File: src/rtl/mem_resp_pkg.sv
// Shared types and widths for the mem_responder slice: FSM state encoding,
// doubleword byte-offset width and data width.
package mem_resp_pkg;

    localparam int OFFSET_W = 3;
    localparam int DATA_W   = 64;

    typedef enum logic [1:0] {
        IDLE = 2'd0,
        WAIT = 2'd1,
        RESP = 2'd2
    } state_t;

endpackage

File: src/rtl/mem_array.sv
// Doubleword storage: synchronous write, combinational read, async clear to 0.
// Zero latency on read; no flow control, writes land on the enabled edge.
module mem_array
    import mem_resp_pkg::*;
#(
    parameter  int DEPTH = 32,
    localparam int AW    = $clog2(DEPTH)
) (
    input  logic              clk,
    input  logic              reset_n,
    input  logic              wr_en,
    input  logic [AW-1:0]     addr,
    input  logic [DATA_W-1:0] wdata,
    output logic [DATA_W-1:0] rdata
);

    logic [DATA_W-1:0] mem [DEPTH];

    always_ff @(posedge clk or negedge reset_n) begin
        if (!reset_n) begin
            for (int i = 0; i < DEPTH; i++) begin
                mem[i] <= '0;
            end
        end else if (wr_en) begin
            mem[addr] <= wdata;
        end
    end

    assign rdata = mem[addr];

endmodule

File: src/rtl/mem_responder.sv
// Single-outstanding load/store responder: resp_valid LATENCY cycles after accept, held until resp_ready.
// Backpressure: req_ready only in IDLE, dropped one extra cycle after each response. Optional macro MEM_RESP_ERR_EN.
module mem_responder
    import mem_resp_pkg::*;
#(
    parameter int DEPTH   = 32,
    parameter int LATENCY = 2
) (
    input  logic              clk,
    input  logic              reset_n,
    input  logic              req_valid,
    output logic              req_ready,
    input  logic              req_write,
    input  logic [63:0]       req_addr,
    input  logic [63:0]       req_wdata,
    output logic              resp_valid,
    input  logic              resp_ready,
    output logic [63:0]       resp_rdata
`ifdef MEM_RESP_ERR_EN
    ,
    output logic              resp_err
`endif
);

    localparam int AW    = $clog2(DEPTH);
    localparam int CNT_W = (LATENCY > 2) ? $clog2(LATENCY) : 1;
    localparam int LOAD  = (LATENCY >= 2) ? LATENCY - 2 : 0;

    state_t              state, state_nxt;
    logic [CNT_W-1:0]    cnt, cnt_nxt;
    logic                exit_gap;
    logic                accept;
    logic                enter_resp;

    logic                lat_write;
    logic [AW-1:0]       lat_idx;
    logic [DATA_W-1:0]   lat_wdata;
    logic                lat_err;

    logic                eff_write;
    logic [AW-1:0]       eff_idx;
    logic [DATA_W-1:0]   eff_wdata;
    logic                eff_err;
    logic                req_err;

    logic                mem_wr_en;
    logic [DATA_W-1:0]   mem_rdata;
    logic [DATA_W-1:0]   rdata_q;
    logic                err_q;

`ifdef MEM_RESP_ERR_EN
    assign req_err = (|req_addr[OFFSET_W-1:0]) | (|req_addr[63:OFFSET_W+AW]);
`else
    logic unused_addr;
    assign unused_addr = ^{req_addr[OFFSET_W-1:0], req_addr[63:OFFSET_W+AW]};
    assign req_err     = 1'b0;
`endif

    assign req_ready  = (state == IDLE) && !exit_gap;
    assign accept     = req_valid && req_ready;
    assign resp_valid = (state == RESP);
    assign enter_resp = (state_nxt == RESP) && (state != RESP);

    // With LATENCY=1 RESP is entered on the accepting edge, so the array must
    // see the live request rather than the (not yet loaded) latches.
    assign eff_write = (state == IDLE) ? req_write : lat_write;
    assign eff_idx   = (state == IDLE) ? req_addr[OFFSET_W+AW-1:OFFSET_W] : lat_idx;
    assign eff_wdata = (state == IDLE) ? req_wdata : lat_wdata;
    assign eff_err   = (state == IDLE) ? req_err : lat_err;
    assign mem_wr_en = enter_resp && eff_write && !eff_err;

    mem_array #(
        .DEPTH (DEPTH)
    ) u_mem_array (
        .clk     (clk),
        .reset_n (reset_n),
        .wr_en   (mem_wr_en),
        .addr    (eff_idx),
        .wdata   (eff_wdata),
        .rdata   (mem_rdata)
    );

    always_comb begin
        state_nxt = state;
        cnt_nxt   = cnt;
        case (state)
            IDLE: begin
                if (accept) begin
                    if (LATENCY == 1) begin
                        state_nxt = RESP;
                    end else begin
                        state_nxt = WAIT;
                        cnt_nxt   = CNT_W'(LOAD);
                    end
                end
            end
            WAIT: begin
                if (cnt == '0) begin
                    state_nxt = RESP;
                end else begin
                    cnt_nxt = cnt - 1'b1;
                end
            end
            RESP: begin
                if (resp_ready) begin
                    state_nxt = IDLE;
                end
            end
            default: state_nxt = IDLE;
        endcase
    end

    always_ff @(posedge clk or negedge reset_n) begin
        if (!reset_n) begin
            state    <= IDLE;
            cnt      <= '0;
            exit_gap <= 1'b0;
        end else begin
            state    <= state_nxt;
            cnt      <= cnt_nxt;
            exit_gap <= (state == RESP) && resp_ready;
        end
    end

    always_ff @(posedge clk or negedge reset_n) begin
        if (!reset_n) begin
            lat_write <= 1'b0;
            lat_idx   <= '0;
            lat_wdata <= '0;
            lat_err   <= 1'b0;
        end else if (accept) begin
            lat_write <= req_write;
            lat_idx   <= req_addr[OFFSET_W+AW-1:OFFSET_W];
            lat_wdata <= req_wdata;
            lat_err   <= req_err;
        end
    end

    always_ff @(posedge clk or negedge reset_n) begin
        if (!reset_n) begin
            rdata_q <= '0;
            err_q   <= 1'b0;
        end else if (enter_resp) begin
            rdata_q <= (eff_write || eff_err) ? '0 : mem_rdata;
            err_q   <= eff_err;
        end else if ((state == RESP) && resp_ready) begin
            rdata_q <= '0;
            err_q   <= 1'b0;
        end
    end

    assign resp_rdata = (state == RESP) ? rdata_q : '0;

`ifdef MEM_RESP_ERR_EN
    assign resp_err = (state == RESP) && err_q;
`else
    logic unused_err;
    assign unused_err = err_q;
`endif

endmodule

File: config.mk
export PLATFORM = sky130hd
export DESIGN_NAME = mem_responder
export DESIGN_NICKNAME = d
export VERILOG_FILES = /design/src/rtl/mem_resp_pkg.sv /design/src/rtl/mem_array.sv /design/src/rtl/mem_responder.sv
export SDC_FILE = /design/constraint.sdc
export NUM_CORES = 2
export LEC_CHECK = 0
export ABC_AREA = 0
export BUFFER_PORTS_ARGS = -buffer_cell sky130_fd_sc_hd__buf_2
export CORE_MARGIN = 2
export CORE_UTILIZATION = 30
export CTS_BUF_LIST = sky130_fd_sc_hd__clkbuf_16
export DETAILED_ROUTE_END_ITERATION = 7
export GPL_TIMING_DRIVEN = 0
export PLACE_DENSITY = 0.53
export SYNTH_ARGS = -nofsm -noshare
export SYNTH_HDL_FRONTEND = slang
export SYNTH_SLANG_ARGS = --single-unit
File: constraint.sdc
create_clock -name clk -period 4.7 [get_ports clk]
set_input_delay 0.235 -clock clk [delete_from_list [all_inputs] [get_ports clk]]
set_output_delay 0.235 -clock clk [all_outputs]
set_load 0.005 [all_outputs]
==> metrics.md <==
| Metric | Value |
|---|---|
| Max FO, Critical Path | `10` |
| Critical path class | `flop to flop` |
| Area leader, netlist | `dfrtp_1` |
| DP HPWL | `307000 um` |
| Die W | `~550 um` |
| CTS tree | `done` |
| Post-Syn Instances | `9376` |
| Commonest non-fill, non-tap cell in the layout | `o21ai_0` |
| Routed WL | `approximately 450000 um` |
| Fraction of layout instances using a drive strength above 1 | `around 8.4%` |
| Crit path DAT | `between 5000 and 6000 ps` |
| Die ar. | `0.302 mm2` |
| Final GP Congestion | `approximately 0.95` |
| Clock-pin transition on the worst setup and hold timing paths | `approximately 60 ps` |
| Slowest CP cell | `clkdlybuf4s15_1` |
| Most frequent cells in the layout | `o21ai_0 (2517), nand2_1 (2215), dfrtp_1 (2185)` |
| Tcrit/Tclk final | `104%` |
| Rel. slew slack | `-6.91%` |
| Final Max Slew Viols | `33` |
| Clock Tree Buf Depth | `4` |
| Failing checks | `capacitance limit, slew limit, setup timing` |
| Drt pass-1 iters | `8` |
| Largest cells by area after synthesis | `dfrtp_1 (61%), o21ai_0 (14%), nand2_1 (9.3%)` |
| Global-route wire length before repair | `about 620000 um` |
| Finished Layout Cells | `14000` |
| Root Driver | `clkbuf_16` |
| Num Clock Sinks | `around 2200` |
| Top cell by count, worst path | `nor2_1` |
| DR WL/cell | `about 32 um` |
| Crit path launch type | `flop` |
| Top-level I/O count | `approximately 200` |
| IO Port Bufs | `~140` |
| Setup slack after layout | `-190 ps` |
| Worst-Margin Slew | `between 1500 and 2000 ps` |
| Largest net degree at the start of global routing | `roughly 180` |
| Initial drt markers | `between 10000 and 15000` |
| Final setup vio count | `35` |
| Core area | `0.297 mm2` |
| Max Cap Viol | `3` |
| Pwr dens | `between 700 and 800 mW/mm2` |
| DP Worst Slack | `-321 ps` |
| Mapped Area | `between 0.08 and 0.09 mm2` |
| Final Hold Fails | `0` |
| Placed cell count | `about 13000` |
| Lkg Pwr | `between 0.04 and 0.05 uW` |
| Net count, final | `9985` |
| Routed Antenna Nets | `0` |
| Total track usage | `29.0%` |
| Peak supply drop | `0.535 mV` |
| CP peak stage delay | `910 ps` |
| Routed vias | `83800` |
| CP delay by family, top | `buffers and inverters` |
| Fmax | `about 200 MHz` |
| Initial antenna violation count | `63` |
| Worst min-delay path class | `primary input to flop` |
| Yosys warns | `0` |
| RSZ-0062 raised after global routing | `no` |
| Clock H-tree levels | `4` |
| Nature of the critical path endpoint | `flop` |
| Top-area cell type share of the netlist area | `slightly above 60%` |
| CP Data Required Time | `5440 ps` |
| Total grt overflow | `0` |
| Rows | `200` |
| Sum Neg Setup Slack | `-2900 ps` |
| Post-synthesis sequential area ratio | `between 60% and 70%` |
| Initial core utilization | `30.1%` |
| Die height | `approximately 550 um` |
| Post-CTS setup buffer count | `0` |
| CP bufs+invs | `3` |
| Worst Skew | `about 68 ps` |
| Status | `complete, but fails checks` |
| Clk_lat worst skew | `about 940 ps` |
| DRC | `0` |
| Fin crit period | `4890 ps` |
| Distinct cells, synth | `25` |
| Syn Area/Cell | `roughly 9.5 um2` |
| CP cell instances | `buf_2 -> nor2_1 -> mux2i_1 -> nor2_1 -> clkdlybuf4s15_1 -> clkbuf_1 -> o21ai_0 -> nand3_1 -> o31ai_1` |
| Mapped Nets | `between 9000 and 10000` |
| Synth-to-Final Area Change | `16.3%` |
| CTS Buf Count | `between 200 and 250` |
| Avg Vias per Cell | `~6` |
| Vias in the first global route | `around 79000` |
| Synthesized flop and latch total | `2185` |
worst register-to-register path, stage by stage (launching register included):
cell and delay [ps]:
dfrtp_1 410, buf_2 190, nor2_1 810, mux2i_1 310
nor2_1 320, clkdlybuf4s15_1 910, clkbuf_1 810, o21ai_0 450
nand3_1 400, o31ai_1 110
cell families after synthesis:
| family | Yosys count | synth area share, % |
|---|---|---|
| buffers and inverters | 961 | 4.36 |
| AND/OR/NAND/NOR | 2437 | 10.7 |
| multiplexers | 132 | 1.57 |
| AO/OA/AOI/OAI | 3661 | 22.2 |
| flip-flops | 2185 | 61.1 |
routing by layer:
layer | vias up | GRT usage (%) | wire [um]
li1 | 33800 | - | -
met1 | 42400 | 38.0 | 175000
met2 | 6343 | 40.7 | 185000
met3 | 1272 | 10.6 | 59900
met4 | 22 | 17.1 | 29700
met5 | - | 0 | 132
report_power, final:
group | switching, uW | internal, uW
Clock | 8100 | 9950
Sequential | 3950 | 25600
Combinational | 22300 | 7880
Total | 34400 | 43400
through the flow:
stage               cell area, um2  hold WS [ps]  util (%)  power (uW)
global route                104000           102      35.0       80400
CTS                         104000          75.8      35.0       76200
finish                      104000          96.2      35.0       77800
detailed placement           95900           289      32.3       58300
global placement             95000           457      32.0       57500
floorplan                    89400         -60.6         -       43600
cell usage after synthesis:
master,n
a31oi_1,3
a31oi_4,4
and2_1,68
and4bb_2,1
buf_1,5
buf_2,233
clkbuf_1,719
dfrtp_1,2185
inv_1,4
mux2_2,67
mux2i_1,65
nand2_1,2215
nand2b_1,2
nand3_1,64
nand4_1,64
nor2_1,14
nor2b_1,2
nor4_1,2
nor4b_1,4
o211ai_1,1
o21ai_0,2517
o21ai_1,48
o22ai_1,1024
o31ai_1,64
or2_1,1
timing repair:
action / 4_1_cts / 5_1_grt
setup endpoints to repair: 30 / 49
endpoints found under the hold margin: 331 / 0
resized for setup: 6 / 30
hold buffers: 74 / 0
worst paths after layout:
path / from / end / slack (ps) / cells past startpoint
worst max-delay path: state[1] / rdata_q[26] / -190 / 9
worst min-delay path: req_wdata[1] / lat_wdata[1] / 100 / 3
worst max register to register: state[1] / rdata_q[26] / -190 / 9
worst min register to register: u_mem_array.mem[1719] / u_mem_array.mem[1719] / 480 / 2
max in group asynchronous: reset_n / u_mem_array.mem[1576] / 1540 / 6
min in group asynchronous: reset_n / u_mem_array.mem[1229] / 430 / 3
registers in the layout (all words and copies together) (netlist names):
register,count
lat_write,1
state,2
rdata_q,64
u_mem_array.mem,2048
lat_wdata,64
exit_gap,1
lat_idx,5
cell type report:
type | instances | area, um2
Inverter | 4 | 15.0
Antenna cell | 58 | 145
Tap cell | 3939 | 4930
Sequential cell | 2185 | 54700
Fill cell | 30400 | 193000
Timing Repair Buffer | 242 | 2190
Multi-Input combinational cell | 6230 | 30900
Clock inverter | 183 | 1310
Clock buffer | 234 | 5860
Buffer | 957 | 3990
(Power assumes the default switching activity.)
